File: config.mk
export PLATFORM = sky130hd
export DESIGN_NAME = id_ex_stage_flat
export DESIGN_NICKNAME = d
export VERILOG_FILES = /design/src/rtl/id_ex_stage_if.sv /design/src/rtl/id_ex_stage.sv /design/src/flat_wrapper.sv
export SDC_FILE = /design/constraint.sdc
export NUM_CORES = 1
export LEC_CHECK = 0
export ABC_CLOCK_PERIOD_IN_PS = 2450
export CAP_MARGIN = 25
export CORE_AREA = 2 2 152 154
export DETAILED_ROUTE_END_ITERATION = 7
export DIE_AREA = 0 0 154 156
export HOLD_SLACK_MARGIN = 0.05
export PLACE_DENSITY = 0.76
export SETUP_SLACK_MARGIN = 0.02
export SYNTH_ARGS = -nofsm -noshare
export SYNTH_HDL_FRONTEND = slang
export SYNTH_SLANG_ARGS = --single-unit
File: constraint.sdc
create_clock -name clk -period 2.45 [get_ports clk]
set_clock_uncertainty 0.05 [all_clocks]
set_input_delay 0.49 -clock clk [delete_from_list [all_inputs] [get_ports clk]]
set_output_delay 0.49 -clock clk [all_outputs]
set_load 0.01 [all_outputs]
File: src/rtl/id_ex_stage_if.sv
// ID/EX stage bus: decoded ID fields, MEM/WB forward sources, and EX-side outputs.
// master = pipeline/testbench driving ID, slave = id_ex_stage.
interface id_ex_stage_if;
  logic        stall;
  logic        flush;
  logic        id_valid;
  logic [31:0] id_pc;
  logic [31:0] id_rs_val;
  logic [31:0] id_rt_val;
  logic [31:0] id_imm;
  logic [4:0]  id_shamt;
  logic [4:0]  id_rs;
  logic [4:0]  id_rt;
  logic [4:0]  id_rd;
  logic        id_uses_rs;
  logic        id_uses_rt;
  logic        id_alusrc;
  logic        id_shamt_sel;
  logic        id_link;
  logic [4:0]  id_aluop;
  logic [2:0]  id_branchop;
  logic        id_regwrite;
  logic        id_memread;
  logic        id_memwrite;
  logic        mem_regwrite;
  logic [4:0]  mem_rd;
  logic [31:0] mem_result;
  logic        wb_regwrite;
  logic [4:0]  wb_rd;
  logic [31:0] wb_result;
  logic [31:0] ex_op1;
  logic [31:0] ex_op2;
  logic [4:0]  ex_aluop;
  logic [2:0]  ex_branchop;
  logic [31:0] ex_store_data;
  logic [4:0]  ex_rd;
  logic [31:0] ex_pc;
  logic        ex_valid;
  logic        ex_regwrite;
  logic        ex_memread;
  logic        ex_memwrite;
  logic        load_use;

  modport master (
    output stall, flush, id_valid, id_pc, id_rs_val, id_rt_val, id_imm, id_shamt,
           id_rs, id_rt, id_rd, id_uses_rs, id_uses_rt, id_alusrc, id_shamt_sel,
           id_link, id_aluop, id_branchop, id_regwrite, id_memread, id_memwrite,
           mem_regwrite, mem_rd, mem_result, wb_regwrite, wb_rd, wb_result,
    input  ex_op1, ex_op2, ex_aluop, ex_branchop, ex_store_data, ex_rd, ex_pc,
           ex_valid, ex_regwrite, ex_memread, ex_memwrite, load_use
  );

  modport slave (
    input  stall, flush, id_valid, id_pc, id_rs_val, id_rt_val, id_imm, id_shamt,
           id_rs, id_rt, id_rd, id_uses_rs, id_uses_rt, id_alusrc, id_shamt_sel,
           id_link, id_aluop, id_branchop, id_regwrite, id_memread, id_memwrite,
           mem_regwrite, mem_rd, mem_result, wb_regwrite, wb_rd, wb_result,
    output ex_op1, ex_op2, ex_aluop, ex_branchop, ex_store_data, ex_rd, ex_pc,
           ex_valid, ex_regwrite, ex_memread, ex_memwrite, load_use
  );
endinterface

File: src/rtl/id_ex_stage.sv
// ID/EX pipeline register with MEM/WB operand forwarding and load-use detection.
// Optional WB-stage forwarding is enabled by defining IDEX_WB_FWD_EN.
module id_ex_stage (
  input logic          clk,
  input logic          reset_n,
  id_ex_stage_if.slave bus
);
  localparam logic [2:0] BO_NONE = 3'd7;

  logic        valid_q;
  logic [31:0] pc_q;
  logic [31:0] rs_val_q;
  logic [31:0] rt_val_q;
  logic [31:0] imm_q;
  logic [4:0]  shamt_q;
  logic [4:0]  rs_q;
  logic [4:0]  rt_q;
  logic [4:0]  rd_q;
  logic        alusrc_q;
  logic        shamt_sel_q;
  logic        link_q;
  logic [4:0]  aluop_q;
  logic [2:0]  branchop_q;
  logic        regwrite_q;
  logic        memread_q;
  logic        memwrite_q;

  logic        load_use_c;
  logic [31:0] rs_fwd_c;
  logic [31:0] rt_fwd_c;

  // A load in EX whose destination is read by the ID instruction forces one bubble.
  always_comb begin
    load_use_c = 1'b0;
    if (!bus.stall && valid_q && memread_q && (rd_q != 5'd0) && bus.id_valid &&
        ((bus.id_uses_rs && (bus.id_rs == rd_q)) ||
         (bus.id_uses_rt && (bus.id_rt == rd_q))))
      load_use_c = 1'b1;
  end

  // Stage register: reset, then stall hold, then bubble, then capture.
  always_ff @(posedge clk) begin
    if (!reset_n || (!bus.stall && (bus.flush || load_use_c))) begin
      valid_q     <= 1'b0;
      pc_q        <= 32'd0;
      rs_val_q    <= 32'd0;
      rt_val_q    <= 32'd0;
      imm_q       <= 32'd0;
      shamt_q     <= 5'd0;
      rs_q        <= 5'd0;
      rt_q        <= 5'd0;
      rd_q        <= 5'd0;
      alusrc_q    <= 1'b0;
      shamt_sel_q <= 1'b0;
      link_q      <= 1'b0;
      aluop_q     <= 5'd0;
      branchop_q  <= BO_NONE;
      regwrite_q  <= 1'b0;
      memread_q   <= 1'b0;
      memwrite_q  <= 1'b0;
    end else if (!bus.stall) begin
      valid_q     <= bus.id_valid;
      pc_q        <= bus.id_pc;
      rs_val_q    <= bus.id_rs_val;
      rt_val_q    <= bus.id_rt_val;
      imm_q       <= bus.id_imm;
      shamt_q     <= bus.id_shamt;
      rs_q        <= bus.id_rs;
      rt_q        <= bus.id_rt;
      rd_q        <= bus.id_rd;
      alusrc_q    <= bus.id_alusrc;
      shamt_sel_q <= bus.id_shamt_sel;
      link_q      <= bus.id_link;
      aluop_q     <= bus.id_aluop;
      branchop_q  <= bus.id_branchop;
      regwrite_q  <= bus.id_regwrite;
      memread_q   <= bus.id_memread;
      memwrite_q  <= bus.id_memwrite;
    end
  end

  // Forward selection; MEM beats WB and register 0 is never forwarded.
  always_comb begin
    rs_fwd_c = rs_val_q;
    rt_fwd_c = rt_val_q;
    if (bus.mem_regwrite && (bus.mem_rd == rs_q) && (rs_q != 5'd0))
      rs_fwd_c = bus.mem_result;
`ifdef IDEX_WB_FWD_EN
    else if (bus.wb_regwrite && (bus.wb_rd == rs_q) && (rs_q != 5'd0))
      rs_fwd_c = bus.wb_result;
`endif
    if (bus.mem_regwrite && (bus.mem_rd == rt_q) && (rt_q != 5'd0))
      rt_fwd_c = bus.mem_result;
`ifdef IDEX_WB_FWD_EN
    else if (bus.wb_regwrite && (bus.wb_rd == rt_q) && (rt_q != 5'd0))
      rt_fwd_c = bus.wb_result;
`endif
  end

`ifndef IDEX_WB_FWD_EN
  logic unused_wb;
  assign unused_wb = ^{bus.wb_regwrite, bus.wb_rd, bus.wb_result};
`endif

  assign bus.ex_op1        = link_q ? pc_q : (shamt_sel_q ? {27'd0, shamt_q} : rs_fwd_c);
  assign bus.ex_op2        = link_q ? 32'd8 : (alusrc_q ? imm_q : rt_fwd_c);
  assign bus.ex_store_data = rt_fwd_c;
  assign bus.ex_aluop      = aluop_q;
  assign bus.ex_branchop   = branchop_q;
  assign bus.ex_rd         = rd_q;
  assign bus.ex_pc         = pc_q;
  assign bus.ex_valid      = valid_q;
  assign bus.ex_regwrite   = regwrite_q;
  assign bus.ex_memread    = memread_q;
  assign bus.ex_memwrite   = memwrite_q;
  assign bus.load_use      = load_use_c;
endmodule

File: src/flat_wrapper.sv
// flat-port wrapper written by rule: the top's interface ports become plain ports
module id_ex_stage_flat 
  (clk, reset_n, bus_stall, bus_flush, bus_id_valid, bus_id_pc, bus_id_rs_val, bus_id_rt_val, bus_id_imm, bus_id_shamt, bus_id_rs, bus_id_rt, bus_id_rd, bus_id_uses_rs, bus_id_uses_rt, bus_id_alusrc, bus_id_shamt_sel, bus_id_link, bus_id_aluop, bus_id_branchop, bus_id_regwrite, bus_id_memread, bus_id_memwrite, bus_mem_regwrite, bus_mem_rd, bus_mem_result, bus_wb_regwrite, bus_wb_rd, bus_wb_result, bus_ex_op1, bus_ex_op2, bus_ex_aluop, bus_ex_branchop, bus_ex_store_data, bus_ex_rd, bus_ex_pc, bus_ex_valid, bus_ex_regwrite, bus_ex_memread, bus_ex_memwrite, bus_load_use);
  id_ex_stage_if bus_i ();
  input logic clk;
  input logic reset_n;
  input wire logic [$bits(bus_i.stall)-1:0] bus_stall;
  input wire logic [$bits(bus_i.flush)-1:0] bus_flush;
  input wire logic [$bits(bus_i.id_valid)-1:0] bus_id_valid;
  input wire logic [$bits(bus_i.id_pc)-1:0] bus_id_pc;
  input wire logic [$bits(bus_i.id_rs_val)-1:0] bus_id_rs_val;
  input wire logic [$bits(bus_i.id_rt_val)-1:0] bus_id_rt_val;
  input wire logic [$bits(bus_i.id_imm)-1:0] bus_id_imm;
  input wire logic [$bits(bus_i.id_shamt)-1:0] bus_id_shamt;
  input wire logic [$bits(bus_i.id_rs)-1:0] bus_id_rs;
  input wire logic [$bits(bus_i.id_rt)-1:0] bus_id_rt;
  input wire logic [$bits(bus_i.id_rd)-1:0] bus_id_rd;
  input wire logic [$bits(bus_i.id_uses_rs)-1:0] bus_id_uses_rs;
  input wire logic [$bits(bus_i.id_uses_rt)-1:0] bus_id_uses_rt;
  input wire logic [$bits(bus_i.id_alusrc)-1:0] bus_id_alusrc;
  input wire logic [$bits(bus_i.id_shamt_sel)-1:0] bus_id_shamt_sel;
  input wire logic [$bits(bus_i.id_link)-1:0] bus_id_link;
  input wire logic [$bits(bus_i.id_aluop)-1:0] bus_id_aluop;
  input wire logic [$bits(bus_i.id_branchop)-1:0] bus_id_branchop;
  input wire logic [$bits(bus_i.id_regwrite)-1:0] bus_id_regwrite;
  input wire logic [$bits(bus_i.id_memread)-1:0] bus_id_memread;
  input wire logic [$bits(bus_i.id_memwrite)-1:0] bus_id_memwrite;
  input wire logic [$bits(bus_i.mem_regwrite)-1:0] bus_mem_regwrite;
  input wire logic [$bits(bus_i.mem_rd)-1:0] bus_mem_rd;
  input wire logic [$bits(bus_i.mem_result)-1:0] bus_mem_result;
  input wire logic [$bits(bus_i.wb_regwrite)-1:0] bus_wb_regwrite;
  input wire logic [$bits(bus_i.wb_rd)-1:0] bus_wb_rd;
  input wire logic [$bits(bus_i.wb_result)-1:0] bus_wb_result;
  output wire logic [$bits(bus_i.ex_op1)-1:0] bus_ex_op1;
  output wire logic [$bits(bus_i.ex_op2)-1:0] bus_ex_op2;
  output wire logic [$bits(bus_i.ex_aluop)-1:0] bus_ex_aluop;
  output wire logic [$bits(bus_i.ex_branchop)-1:0] bus_ex_branchop;
  output wire logic [$bits(bus_i.ex_store_data)-1:0] bus_ex_store_data;
  output wire logic [$bits(bus_i.ex_rd)-1:0] bus_ex_rd;
  output wire logic [$bits(bus_i.ex_pc)-1:0] bus_ex_pc;
  output wire logic [$bits(bus_i.ex_valid)-1:0] bus_ex_valid;
  output wire logic [$bits(bus_i.ex_regwrite)-1:0] bus_ex_regwrite;
  output wire logic [$bits(bus_i.ex_memread)-1:0] bus_ex_memread;
  output wire logic [$bits(bus_i.ex_memwrite)-1:0] bus_ex_memwrite;
  output wire logic [$bits(bus_i.load_use)-1:0] bus_load_use;
  assign bus_i.stall = bus_stall;
  assign bus_i.flush = bus_flush;
  assign bus_i.id_valid = bus_id_valid;
  assign bus_i.id_pc = bus_id_pc;
  assign bus_i.id_rs_val = bus_id_rs_val;
  assign bus_i.id_rt_val = bus_id_rt_val;
  assign bus_i.id_imm = bus_id_imm;
  assign bus_i.id_shamt = bus_id_shamt;
  assign bus_i.id_rs = bus_id_rs;
  assign bus_i.id_rt = bus_id_rt;
  assign bus_i.id_rd = bus_id_rd;
  assign bus_i.id_uses_rs = bus_id_uses_rs;
  assign bus_i.id_uses_rt = bus_id_uses_rt;
  assign bus_i.id_alusrc = bus_id_alusrc;
  assign bus_i.id_shamt_sel = bus_id_shamt_sel;
  assign bus_i.id_link = bus_id_link;
  assign bus_i.id_aluop = bus_id_aluop;
  assign bus_i.id_branchop = bus_id_branchop;
  assign bus_i.id_regwrite = bus_id_regwrite;
  assign bus_i.id_memread = bus_id_memread;
  assign bus_i.id_memwrite = bus_id_memwrite;
  assign bus_i.mem_regwrite = bus_mem_regwrite;
  assign bus_i.mem_rd = bus_mem_rd;
  assign bus_i.mem_result = bus_mem_result;
  assign bus_i.wb_regwrite = bus_wb_regwrite;
  assign bus_i.wb_rd = bus_wb_rd;
  assign bus_i.wb_result = bus_wb_result;
  assign bus_ex_op1 = bus_i.ex_op1;
  assign bus_ex_op2 = bus_i.ex_op2;
  assign bus_ex_aluop = bus_i.ex_aluop;
  assign bus_ex_branchop = bus_i.ex_branchop;
  assign bus_ex_store_data = bus_i.ex_store_data;
  assign bus_ex_rd = bus_i.ex_rd;
  assign bus_ex_pc = bus_i.ex_pc;
  assign bus_ex_valid = bus_i.ex_valid;
  assign bus_ex_regwrite = bus_i.ex_regwrite;
  assign bus_ex_memread = bus_i.ex_memread;
  assign bus_ex_memwrite = bus_i.ex_memwrite;
  assign bus_load_use = bus_i.load_use;
  id_ex_stage u_core (.clk(clk), .reset_n(reset_n), .bus(bus_i));
endmodule
==> results.cfg <==
[routing]
ant_nets = 0
drtIter0Drc = 412
viasPerCell = 5.03
wl_per_cell_um = 20.3
routed_wl_mm = 27.7
remaining_drc_errors = 0
dr_total_vias = 6886
drtPass1Iterations = 5

[floorplan]
initial_core_util = 0.305
fp.dieW_um = 154
core_mm2 = 0.0224
pin_count = 391
num_rows = 55
chipHeight_um = 156
die_area_mm2 = 0.0240

[timing]
slew_headroom = 0.476
rsz0062_at_grt = true
finalCritPeriodShare = 1.21
setup_viol = 96
slew_viol_final = 0
tightest_slew_ns = 0.786
hold_viol_final = 0
finalCriticalPeriod_ns = 2.97
fin_setup_tns_ns = -33.43
setup_ws_ns = -0.520
max_freq_mhz = 337

[synth]
ys.warnings.count = 0
syn_area_mm2 = 0.00683
synth_nets = 915
yosysUniqueCellTypes = 30
yosysSeqAreaShare = 0.478
synth-seq-cells = 163
avgSynthCellArea_um2 = 10.2
synth_cells = 670

[cts]
clockRootBuffer = clkbuf_16
htreeDepth = 4
clk_latency_ns = 0.43
cts_buffer_depth = 2
cts_hold_buf = 0
cts_tree = built
clk_pin_slew_ns = 0.07
cts_buffers = 17
clkSinkCount = 163

[setup_path]
arrival_ns = 2.43
cp-start-kind = flip-flop
crit_start = u_core.rt_q[1]
crit_path_end_kind = output port
crit_type = reg2out
cp.required_ns = 1.91
rr_startpoint = u_core.bus.ex_rd[1]
crit_fanout = 8

[finish]
nNetsFinal = 1315
stdcell_area_mm2 = 0.0122
drive_above_1_share = 0.270
final_cell_mix = clkdlybuf4s50_1 (247), a22o_1 (160), dfxtp_1 (153), buf_6 (72), buf_2 (66)
area_delta_synth_final_pct = 78.4
mostFrequentLayoutCell = clkdlybuf4s50_1
fin_util = 0.545
nFillCells = 1948

[place]
place_area_mm2 = 0.0109
io_buffers = 352
dpl.hpwl_mm = 17.7
place.gp.congestion = 0.886

[global_route]
grt_pass1_wl_mm = 40.7
grt_pass1_vias = 7107
gr-usage-all-layers = 0.221
use_met3 = 0.0608
antenna_found_initial = 1
grt_use_met2 = 0.384
grt_overflow_total = 0
grt_use_met1 = 0.263
grt_max_degree = 85
top_usage_layer = met2

[power]
vdd_drop_max_mv = 0.334
p_per_area_mw_per_mm2 = 541
p_leak_nw = 4.94

[outcome]
violations = setup timing
status = finished with violations

[hold_path]
hold_start = bus_id_rs[2]
hold_class = in2reg

[run]
drv_cap = 0
==> power breakdown <==
part           total (mW)  switching (mW)  internal [mW]
Combinational        1.15           0.457          0.698
Sequential           2.83          0.0793           2.75
Clock                2.60            1.24           1.37
==> worst paths after layout <==
path | slack, ns | end | cells past startpoint
max | -0.52 | bus_ex_op2[4] | 9
min reg2reg | 0.43 | u_core.shamt_q[4] | 1
min | 0.40 | u_core.rs_q[2] | 2
max reg2reg | 0.27 | u_core.bus.ex_pc[26] | 8
==> state kept, by name (all words and copies together), names as in the netlist, 5 cells and up <==
name and cells:
u_core.rs_val_q 32, u_core.bus.ex_aluop 5, u_core.rs_q 5, u_core.bus.ex_rd 5
u_core.imm_q 32, u_core.rt_val_q 32, u_core.rt_q 5, u_core.bus.ex_pc 32
u_core.shamt_q 5
==> cells by family after synthesis <==
family | Yosys count | share of synthesized area
and+or+nand+nor | 61 | 0.0412
muxes | 64 | 0.0997
DFF | 163 | 0.478
AOI/OAI and AO/OA | 270 | 0.302
xor gates and xnor gates | 18 | 0.0231
buffers and inverters | 94 | 0.0559
==> cells in the mapped netlist (all sizes together) <==
cell | instances | area, um2
clkbuf | 38 | 143
a22o | 160 | 1400
nand2 | 33 | 124
dfxtp | 163 | 3260
nand3 | 2 | 10.0
nor3b | 1 | 7.51
nor2 | 6 | 22.5
buf | 22 | 111
o21ai | 28 | 140
and4 | 1 | 8.76
o22ai | 1 | 6.26
nor3 | 3 | 15.0
a21oi | 41 | 205
inv | 34 | 128
mux2i | 32 | 320
nand2b | 1 | 6.26
nand4 | 2 | 12.5
xor2 | 3 | 26.3
o41ai | 1 | 8.76
and2 | 2 | 12.5
a211oi | 8 | 70.1
xnor2 | 15 | 131
o21a | 31 | 233
mux2 | 32 | 360
nor4 | 2 | 12.5
or2 | 2 | 12.5
nor2b | 6 | 37.5
==> critical path, cell delays in order, from the launching register on <==
cell,delay [ns]
dfxtp_4,0.37
xnor2_2,0.17
nand3_2,0.13
a211oi_4,0.28
buf_6,0.17
buf_12,0.12
buf_16,0.15
mux2_4,0.32
o21a_1,0.16
buf_2,0.13
==> cell type report <==
class	count	area, um2	area share
diodes	1	2.50	0.000205
repair buffers	441	4350	0.357
inverters	34	128	0.0105
clock inverters	13	119	0.00976
multi-input cells	413	3490	0.287
clock buffers	19	443	0.0364
well taps	285	357	0.0293
flip-flops and latches	163	3290	0.270
==> per-layer routing <==
| metal | vias to the layer above | wire length [um] |
|---|---|---|
| met1 | 3309 | 11600 |
| met4 | 0 | 626 |
| li1 | 3281 | - |
| met3 | 33 | 1780 |
| met5 | - | 0 |
| met2 | 263 | 13700 |
==> what timing repair did <==
action,in CTS,in global routing
buffers inserted,25,25
setup endpoints to repair,97,97
gates resized for setup,570,45
gates cloned,9,0
pin swaps,16,12
==> stage by stage <==
stage	power, mW	instances	setup WS [ns]	hold slack [ns]
2_1_floorplan	3.27	670	-0.0126	0.391
4_1_cts	6.63	1351	-0.515	0.428
6_report	6.59	1369	-0.520	0.396
3_3_place_gp	3.99	1285	-0.952	0.406
3_5_place_dp	4.01	1285	-0.989	0.406
5_1_grt	6.83	1369	-0.612	0.369
Note: power is estimated with default switching activity, not from simulation.
